--- config.mk ---
export PLATFORM = sky130hd
export DESIGN_NAME = game_controller_flat
export DESIGN_NICKNAME = d
export VERILOG_FILES = /design/src/rtl/game_controller_if.sv /design/src/rtl/game_controller.sv /design/src/flat_wrapper.sv
export SDC_FILE = /design/constraint.sdc
export NUM_CORES = 1
export LEC_CHECK = 0
export BUFFER_PORTS_ARGS = -buffer_cell sky130_fd_sc_hd__buf_2
export CORE_ASPECT_RATIO = 0.75
export CORE_UTILIZATION = 45
export CTS_BUF_LIST = sky130_fd_sc_hd__clkbuf_2 sky130_fd_sc_hd__clkbuf_4 sky130_fd_sc_hd__clkbuf_8
export CTS_CLUSTER_DIAMETER = 120
export DETAILED_ROUTE_END_ITERATION = 16
export GPL_TIMING_DRIVEN = 1
export PLACE_DENSITY = 0.61
export SYNTH_ARGS = -nofsm -noshare
export SYNTH_HDL_FRONTEND = slang
export SYNTH_SLANG_ARGS = --single-unit
--- constraint.sdc ---
create_clock -name clk -period 9.5 [get_ports clk]
set_input_delay 1.9 -clock clk [delete_from_list [all_inputs] [get_ports clk]]
set_output_delay 1.9 -clock clk [all_outputs]
set_load 0.1 [all_outputs]
--- src/rtl/game_controller_if.sv ---
// Player/board bundle for the doodle-jump game sequencer.
// The board side drives inputs; the controller drives the game outputs.
interface game_controller_if #(
  parameter int SCORE_W = 16
);
  logic               start;
  logic               left;
  logic               right;
  logic [31:0]        doodleY;
  logic [31:0]        minY;
  logic               hasCollide;
  logic               physicsUpdate;
  logic               moveLeft;
  logic               moveRight;
  logic               respawn;
  logic [2:0]         state;
  logic [SCORE_W-1:0] score;
  logic [3:0]         lives;
  logic               gameOver;

  modport master (
    output start, left, right,
    output doodleY, minY, hasCollide,
    input  physicsUpdate, moveLeft, moveRight,
    input  respawn, state, score, lives, gameOver
  );

  modport slave (
    input  start, left, right,
    input  doodleY, minY, hasCollide,
    output physicsUpdate, moveLeft, moveRight,
    output respawn, state, score, lives, gameOver
  );
endinterface

--- src/rtl/game_controller.sv ---
// Game sequencer: physics tick, game FSM, score/lives, move gating.
// All outputs are registered; reset is synchronous active-high.
module game_controller #(
  parameter int TICK_DIV      = 1,
  parameter int LIVES         = 3,
  parameter int GRACE_TICKS   = 8,
  parameter int SCORE_W       = 16,
  parameter int COLLIDE_BONUS = 1
) (
  input logic              clk,
  input logic              reset,
  game_controller_if.slave io
);

  typedef enum logic [2:0] {
    IDLE    = 3'd0,
    PLAY    = 3'd1,
    FALL    = 3'd2,
    RESPAWN = 3'd3,
    OVER    = 3'd4
  } state_t;

  localparam logic [31:0] TDM1   = 32'(TICK_DIV - 1);
  localparam logic [31:0] GRACE  = 32'(GRACE_TICKS);
  localparam logic [3:0]  LIVES0 = 4'(LIVES);
  localparam logic [32:0] SMAX   = (33'd1 << SCORE_W) - 33'd1;
  localparam logic [32:0] BONUS  = 33'(COLLIDE_BONUS);

  state_t             state_q;
  state_t             state_d;
  logic               start_q;
  logic               collide_q;
  logic [31:0]        cnt;
  logic [31:0]        grace;
  logic [31:0]        max_y;
  logic [SCORE_W-1:0] score;
  logic [3:0]         lives;
  logic               phys_r;
  logic               resp_r;
  logic               left_r;
  logic               right_r;
  logic               over_r;

  logic               start_edge;
  logic               in_play;
  logic               tick;
  logic               fall;
  logic               rise;
  logic               gain;
  logic [32:0]        sum;
  logic [SCORE_W-1:0] score_n;

  // Tick, fall and landing detection plus saturating score sum.
  always_comb begin
    start_edge = io.start & ~start_q;
    in_play    = state_q == PLAY;
    tick       = in_play && cnt == TDM1;
    fall       = in_play && grace == '0 && io.doodleY < io.minY;
    rise       = in_play && io.hasCollide && !collide_q;
    gain       = tick && io.doodleY > max_y;
    sum        = 33'(score);
    if (gain)
      sum = sum + {1'b0, io.doodleY - max_y};
    if (rise)
      sum = sum + BONUS;
    score_n = (sum > SMAX) ? SMAX[SCORE_W-1:0]
                           : sum[SCORE_W-1:0];
  end

  // Next-state decode of the game FSM.
  always_comb begin
    state_d = state_q;
    case (state_q)
      IDLE:    if (start_edge) state_d = PLAY;
      PLAY:    if (fall) state_d = FALL;
      FALL:    state_d = (lives == 4'd1) ? OVER : RESPAWN;
      RESPAWN: state_d = PLAY;
      OVER:    if (start_edge) state_d = IDLE;
      default: state_d = IDLE;
    endcase
  end

  // State, counters, score/lives and registered outputs.
  always_ff @(posedge clk) begin
    if (reset) begin
      state_q   <= IDLE;
      start_q   <= 1'b0;
      collide_q <= 1'b0;
      cnt       <= '0;
      grace     <= '0;
      max_y     <= '0;
      score     <= '0;
      lives     <= '0;
      phys_r    <= 1'b0;
      resp_r    <= 1'b0;
      left_r    <= 1'b0;
      right_r   <= 1'b0;
      over_r    <= 1'b0;
    end else begin
      state_q   <= state_d;
      start_q   <= io.start;
      collide_q <= io.hasCollide;
      phys_r    <= tick;
      resp_r    <= (state_q == IDLE && start_edge) ||
                   (state_q == FALL && lives != 4'd1);
      left_r    <= in_play && io.left && !io.right;
      right_r   <= in_play && io.right && !io.left;
      over_r    <= state_d == OVER;
      cnt       <= (in_play && !tick) ? cnt + 32'd1 : '0;
      case (state_q)
        IDLE: begin
          if (start_edge) begin
            score <= '0;
            lives <= LIVES0;
            max_y <= io.doodleY;
            grace <= '0;
          end
        end
        PLAY: begin
          score <= score_n;
          if (gain)
            max_y <= io.doodleY;
          if (tick && grace != '0)
            grace <= grace - 32'd1;
        end
        FALL: lives <= lives - 4'd1;
        RESPAWN: begin
          max_y <= io.doodleY;
          grace <= GRACE;
        end
        default: ;
      endcase
    end
  end

  assign io.state         = state_q;
  assign io.score         = score;
  assign io.lives         = lives;
  assign io.physicsUpdate = phys_r;
  assign io.respawn       = resp_r;
  assign io.moveLeft      = left_r;
  assign io.moveRight     = right_r;
  assign io.gameOver      = over_r;

endmodule

--- src/flat_wrapper.sv ---
// flat-port wrapper written by rule: the top's interface ports become plain ports
module game_controller_flat 
#(
  parameter int TICK_DIV      = 1,
  parameter int LIVES         = 3,
  parameter int GRACE_TICKS   = 8,
  parameter int SCORE_W       = 16,
  parameter int COLLIDE_BONUS = 1
)
  (clk, reset, io_start, io_left, io_right, io_doodleY, io_minY, io_hasCollide, io_physicsUpdate, io_moveLeft, io_moveRight, io_respawn, io_state, io_score, io_lives, io_gameOver);
  game_controller_if #(.SCORE_W(SCORE_W)) io_i ();
  input logic clk;
  input logic reset;
  input wire logic [$bits(io_i.start)-1:0] io_start;
  input wire logic [$bits(io_i.left)-1:0] io_left;
  input wire logic [$bits(io_i.right)-1:0] io_right;
  input wire logic [$bits(io_i.doodleY)-1:0] io_doodleY;
  input wire logic [$bits(io_i.minY)-1:0] io_minY;
  input wire logic [$bits(io_i.hasCollide)-1:0] io_hasCollide;
  output wire logic [$bits(io_i.physicsUpdate)-1:0] io_physicsUpdate;
  output wire logic [$bits(io_i.moveLeft)-1:0] io_moveLeft;
  output wire logic [$bits(io_i.moveRight)-1:0] io_moveRight;
  output wire logic [$bits(io_i.respawn)-1:0] io_respawn;
  output wire logic [$bits(io_i.state)-1:0] io_state;
  output wire logic [$bits(io_i.score)-1:0] io_score;
  output wire logic [$bits(io_i.lives)-1:0] io_lives;
  output wire logic [$bits(io_i.gameOver)-1:0] io_gameOver;
  assign io_i.start = io_start;
  assign io_i.left = io_left;
  assign io_i.right = io_right;
  assign io_i.doodleY = io_doodleY;
  assign io_i.minY = io_minY;
  assign io_i.hasCollide = io_hasCollide;
  assign io_physicsUpdate = io_i.physicsUpdate;
  assign io_moveLeft = io_i.moveLeft;
  assign io_moveRight = io_i.moveRight;
  assign io_respawn = io_i.respawn;
  assign io_state = io_i.state;
  assign io_score = io_i.score;
  assign io_lives = io_i.lives;
  assign io_gameOver = io_i.gameOver;
  game_controller #(.TICK_DIV(TICK_DIV), .LIVES(LIVES), .GRACE_TICKS(GRACE_TICKS), .SCORE_W(SCORE_W), .COLLIDE_BONUS(COLLIDE_BONUS)) u_core (.clk(clk), .reset(reset), .io(io_i));
endmodule
# == Word level (Yosys, flattened, before mapping) ==
# Index checks and enable logic that the tools add are counted.
# totals
in_bits,70
out_inout_bits,28
wordCells,84
register_bits,126
# classes
order_cmp,3
reduce_logical,31
n_bitwise,3
eq_ne,10
n_mux,18
addsub,6
# ops
cell,n
$pmux 32 s3,2
$mux 32,4
$mux 33,2
$logic_not 32->1,2
$add 16x32->33,1
$add 33x1->33 const B,1
$gt 33x16->1 const B,1
$add 32x1->32 const B,1
$gt 32x32->1,1
$lt 32x32->1,1
$mux 16,2
$pmux 16 s2,1
$reduce_bool 32->1,1
$sub 32x1->32 const B,1
$sub 32x32->32,1
$pmux 3 s5,1
$logic_and 1x1->1,14
$mux 3,4
$pmux 4 s2,1
$eq 3x2->1 const B,2
$eq 3x3->1 const B,2
$reduce_and 3->1,2
$eq 4x1->1 const B,1
$logic_not 1->1,4
14 further kinds,18

# == Logic depth before layout (Yosys ltp) ==
# depth
word_depth,9
mapped_depth,27
mapped_depth_nobuf,23

# == Worst setup path before layout ==
# OpenSTA, ideal clock, no wires.
# synth_path
kind,input to register
startpoint,input io_doodleY[0]
endpoint,register u_core.score[10] (netlist: u_core.io.score[10])
required_ps,9362
path_slack_ps,2087
n_path_buf,5
arrival_ps,7276
setup_time_ps,138
stages,26
path_cell_list,inv_1 ha_1 fa_1 nand2b_1 a211oi_2 o21a_1 o21ai_0 o32ai_1 clkbuf_1 clkbuf_1 clkbuf_1 nand2_1 nand2_1 ha_1 nand2_1 or3_1 and4bb_2 and2_1 a21o_1 and3_1 mux2i_1 or4_1 buf_1 buf_2 nor4_1 a211oi_1
# synth_via
elab_chain_len,8
word_cells_on_any_way,10
classes_between,add/sub: 3; order compare: 2; mux: 4; reduce/logical: 1
# synth_lines
item,line_no,rtl
"start, declared",flat_wrapper.sv:17,input wire logic [$bits(io_i.doodleY)-1:0] io_doodleY;
$sub 32x32->32 or $gt 32x32->1 (tied branches),"game_controller.sv:63, game_controller.sv:60",
$add 16x32->33 or $logic_and 1x1->1 (tied branches),"game_controller.sv:63, game_controller.sv:60",
$mux 33 *,game_controller.sv:62,if (gain)
$add 33x1->33,game_controller.sv:65,sum = sum + BONUS;
$mux 33 *,game_controller.sv:64,if (rise)
$gt 33x16->1,game_controller.sv:66,score_n = (sum > SMAX) ? SMAX[SCORE_W-1:0]
$mux 16 *,game_controller.sv:66,
$pmux 16 s2 *,game_controller.sv:110,case (state_q)
"end signal, assigned",game_controller.sv:120,score <= score_n;
"end, declared",game_controller.sv:36,logic [SCORE_W-1:0] score;
# Every way passes the cells marked *; elsewhere a longest branch is shown, timed or not.
# A chain may end at the register's enable or synchronous reset.

# == Worst setup path after layout ==
# layout_path
startpoint,input io_doodleY[0]
endpoint,register u_core.score[5] (netlist: u_core.io.score[5])
# The elaborated chain is that of the path after synthesis.

==> results_dict.tcl <==
set metrics [dict create \
    slowest_delay_ns 0.72 \
    setup_viol 0 \
    grt_max_degree 66 \
    power_switching_mw 1.83 \
    power.density_mw_per_mm2 279 \
    chipWidth_um 185 \
    setup_tns_ns 0 \
    clk_path_buf_depth 2 \
    clk_pin_slew_ns 0.08 \
    tightest_slew_ns 1.10 \
    initial_core_util_pct 46.5 \
    drc 0 \
    synth_seq_area_share_pct 22.3 \
    relSlewSlack_pct 26.5 \
    fin_worst_skew_ns 0.0213 \
    status "complete, no violations" \
    overflow 0 \
    hpwl_mm 24.8 \
    syn_nets 1696 \
    whs_ns 0.455 \
    crit_family "compound AO/OA/AOI/OAI gates" \
    cts_setup_buffers 0 \
    p_clk_share_pct 14.9 \
    drt-initial-drc-count 1115 \
    fin_area_mm2 0.0124 \
    slowest_stage "a2111oi_1" \
    synth_area_leaders "dfxtp_1 (22%), ha_1 (9.4%), a21oi_1 (6.4%)" \
    rsz0062_at_grt "false" \
    cap_violations 0 \
    ys.flop_type "dfxtp_1" \
    ys_ff_latch 126 \
    area_growth_pct 9.66 \
    cts_sinks 126 \
    nFillCells 2364 \
    cp_common_cell "ha_1" \
    drive_gt1_share_pct 11.4 \
    cts_made_buffers 17 \
    grt_pass1_vias 9846 \
    crit_type "in2reg" \
    startpoint_type "input port" \
    holdPathStages 2 \
    grt.busiest_layer "met1" \
    cts_hold_buf 0 \
    ant_nets 0 \
    critPathMaxFanout 16 \
    min_period_ns 8.16 \
    grt_use_met3_pct 4.65 \
    syn_area_mm2 0.0113 \
    worstPathCellList "buf_2, inv_1, ha_1, fa_1, nand2b_1, a211oi_2, nor2_1, xnor2_1, ha_1, and2_1, a32o_1, o31a_1, a221oi_4, a21boi_0, and4_2, o2111ai_1, a2111oi_1, o221a_2, nand4_1, a2111oi_0, a211oi_1" \
    multiInputGateArea_mm2 0.00813 \
    use_met1_pct 38.5 \
    path_buf_inv 2 \
    n_antenna_cell 0 \
    swShare_pct 53.1 \
    worstSetupPathDepth 21 \
    viasPerCell 5.91 \
    htree_levels 4 \
    wirelength_mm 32.6 \
    grt_pass1_wl_mm 51.7 \
    synth.distinct_cells 91 \
    p_int_mw 1.62 \
    vias 11500 \
    cts-resized-gates 0 \
    place_inst 1907 \
    ir_worst_vdd_mv 0.187 \
    root_buffer "clkbuf_8" \
    grt_usage_pct 25.0 \
    final_util_pct 51.0 \
    min_path_type "reg2reg" \
    rows 49 \
    timing.final.max_slew_violations 0 \
    regToRegSetupSlack_ns 2.60 \
    reg2reg_depth 19 \
    synth_edf_count 0 \
    instances_no_fill 1938 \
    die-height_um 139 \
    area.sequential_mm2 0.00252 \
    worstPathArrival_ns 8.47 \
    p_leak_nw 4.90 \
    period_share_pct 85.9 \
    end_kind "flop" \
    placed_area_mm2 0.0120 \
    hold_viol_final 0 \
    antenna_found_initial 0 \
    combPwrFrac_pct 63.7 \
    yosysWarnings 0 \
    synth_top_area_share_pct 22.3 \
    dieArea_mm2 0.0257 \
    async_reset_ff_share_pct 0 \
    fmax_mhz 123 \
    synth_top_cell_by_area "dfxtp_1" \
    gp_congestion 0.916 \
    avgRoutedWirePerCell_um 16.8 \
    portBuffers 97 \
    use_met2_pct 35.1 \
    core_area_mm2 0.0243 \
    clk-insertion-delay-late_ns 0.46 \
    crit_required_ns 9.81 \
    avgSynthCellArea_um2 7.34 \
    cts_tree "done" \
    nets 1752 \
    io-pin-count 98 \
    first_pass_iters 5 \
    p_seq_share_pct 21.4 \
    synthCells 1539 \
]
[routing by layer]
layer / up-vias / wire length, µm
met4: 0 / 405
met2: 418 / 13000
met5: - / 0
li1: 5698 / -
met1: 5314 / 17000
met3: 33 / 2210
[layout make-up]
cell class                 count  area share (%)
clock buffer                  19            2.06
sequential                   126            20.4
multi-input combinational   1250            65.7
inverter                      97            2.94
timing repair buffer         103            4.28
clock inverter                12            1.30
tap                          331            3.34
[cell usage in the layout (no fill, tap or decap), types with 7 or more instances in the layout]
cell type	count
a211oi_1	39
a21o_1	26
a21oi_1	144
a31oi_1	10
and2_1	13
and3_1	27
and4_1	7
buf_2	97
clkbuf_8	18
dfxtp_1	126
ha_1	85
inv_1	97
mux2i_1	12
nand2_1	175
nand2b_1	18
nand3_1	45
nand4_1	34
nor2_1	143
nor2b_1	11
nor3_1	40
nor4_1	36
nor4b_1	7
o2111ai_1	8
o211ai_1	16
o21a_1	15
o21ai_0	69
o31ai_1	7
or2_2	8
or3_1	30
or4_1	12
xnor2_1	67
xor2_1	38
[power groups by stage]
stage | clock network, mW | logic, mW | registers, mW
finish | 0.516 | 2.20 | 0.737
global route | 0.550 | 2.40 | 0.748
CTS | 0.528 | 2.16 | 0.735
detailed placement | 0 | 2.15 | 0.747
global placement | 0 | 2.14 | 0.745
floorplan | 0 | 1.58 | 0.968
[sequential cells by signal, summed over array words and instances (netlist names)]
name	count
u_core.io.gameOver	1
u_core.io.state	3
u_core.cnt	32
u_core.grace	32
u_core.max_y	32
u_core.io.lives	4
u_core.io.score	16
u_core.io.moveLeft	1
u_core.io.respawn	1
u_core.start_q	1
u_core.io.physicsUpdate	1
u_core.collide_q	1
u_core.io.moveRight	1
[cell families (layout without fill, tap and decap cells)]
family,after synthesis,after routing,synth area share (%)
AOI/OAI and AO/OA,405,405,23.6
xor gates and xnor gates,105,105,8.14
adders and majority gates,87,87,9.77
buffers and inverters,163,231,5.82
DFF,126,126,22.3
muxes,16,16,1.46
and+or+nand+nor,637,637,28.9
[cells in the mapped netlist (9+ instances only)]
| master | count |
|---|---|
| a31oi_1 | 10 |
| clkbuf_1 | 46 |
| nor4_1 | 36 |
| and2_1 | 13 |
| nor2_1 | 143 |
| or3_1 | 30 |
| o21a_1 | 15 |
| nand3_1 | 45 |
| xor2_1 | 38 |
| mux2i_1 | 12 |
| nand4_1 | 34 |
| o211ai_1 | 16 |
| nand2b_1 | 18 |
| a21oi_1 | 145 |
| inv_1 | 97 |
| buf_2 | 9 |
| and3_1 | 27 |
| o21ai_0 | 69 |
| or4_1 | 12 |
| nor3_1 | 40 |
| xnor2_1 | 67 |
| a21o_1 | 26 |
| nor2b_1 | 11 |
| dfxtp_1 | 126 |
| nand2_1 | 175 |
| ha_1 | 85 |
| a211oi_1 | 39 |
[final timing paths]
path	from	to
worst max-delay path	io_doodleY[0]	u_core.io.score[5]
worst min-delay path	u_core.max_y[19]	u_core.max_y[19]
worst max register to register	u_core.max_y[0]	u_core.io.score[5]
worst min register to register	u_core.max_y[19]	u_core.max_y[19]
[per-stage QoR]
stage | power [mW] | worst slack, ns
2_1_floorplan | 2.55 | 2.09
3_3_place_gp | 2.88 | 1.37
3_5_place_dp | 2.90 | 1.16
4_1_cts | 3.42 | 1.65
5_1_grt | 3.70 | 1.13
6_report | 3.45 | 1.34
[worst reg2reg max path, stage by stage, from the launching register on]
cell and delay (ns):
dfxtp_1 0.33, ha_1 0.21, fa_1 0.41, nand2b_1 0.20
a211oi_2 0.40, nor2_1 0.15, xnor2_1 0.31, ha_1 0.37
and2_1 0.19, a32o_1 0.30, o31a_1 0.40, a221oi_4 0.45
a21boi_0 0.32, and4_2 0.28, o2111ai_1 0.14, a2111oi_1 0.72
o221a_2 0.30, nand4_1 0.53, a2111oi_0 0.60, a211oi_1 0.13
(Power assumes the default switching activity.)
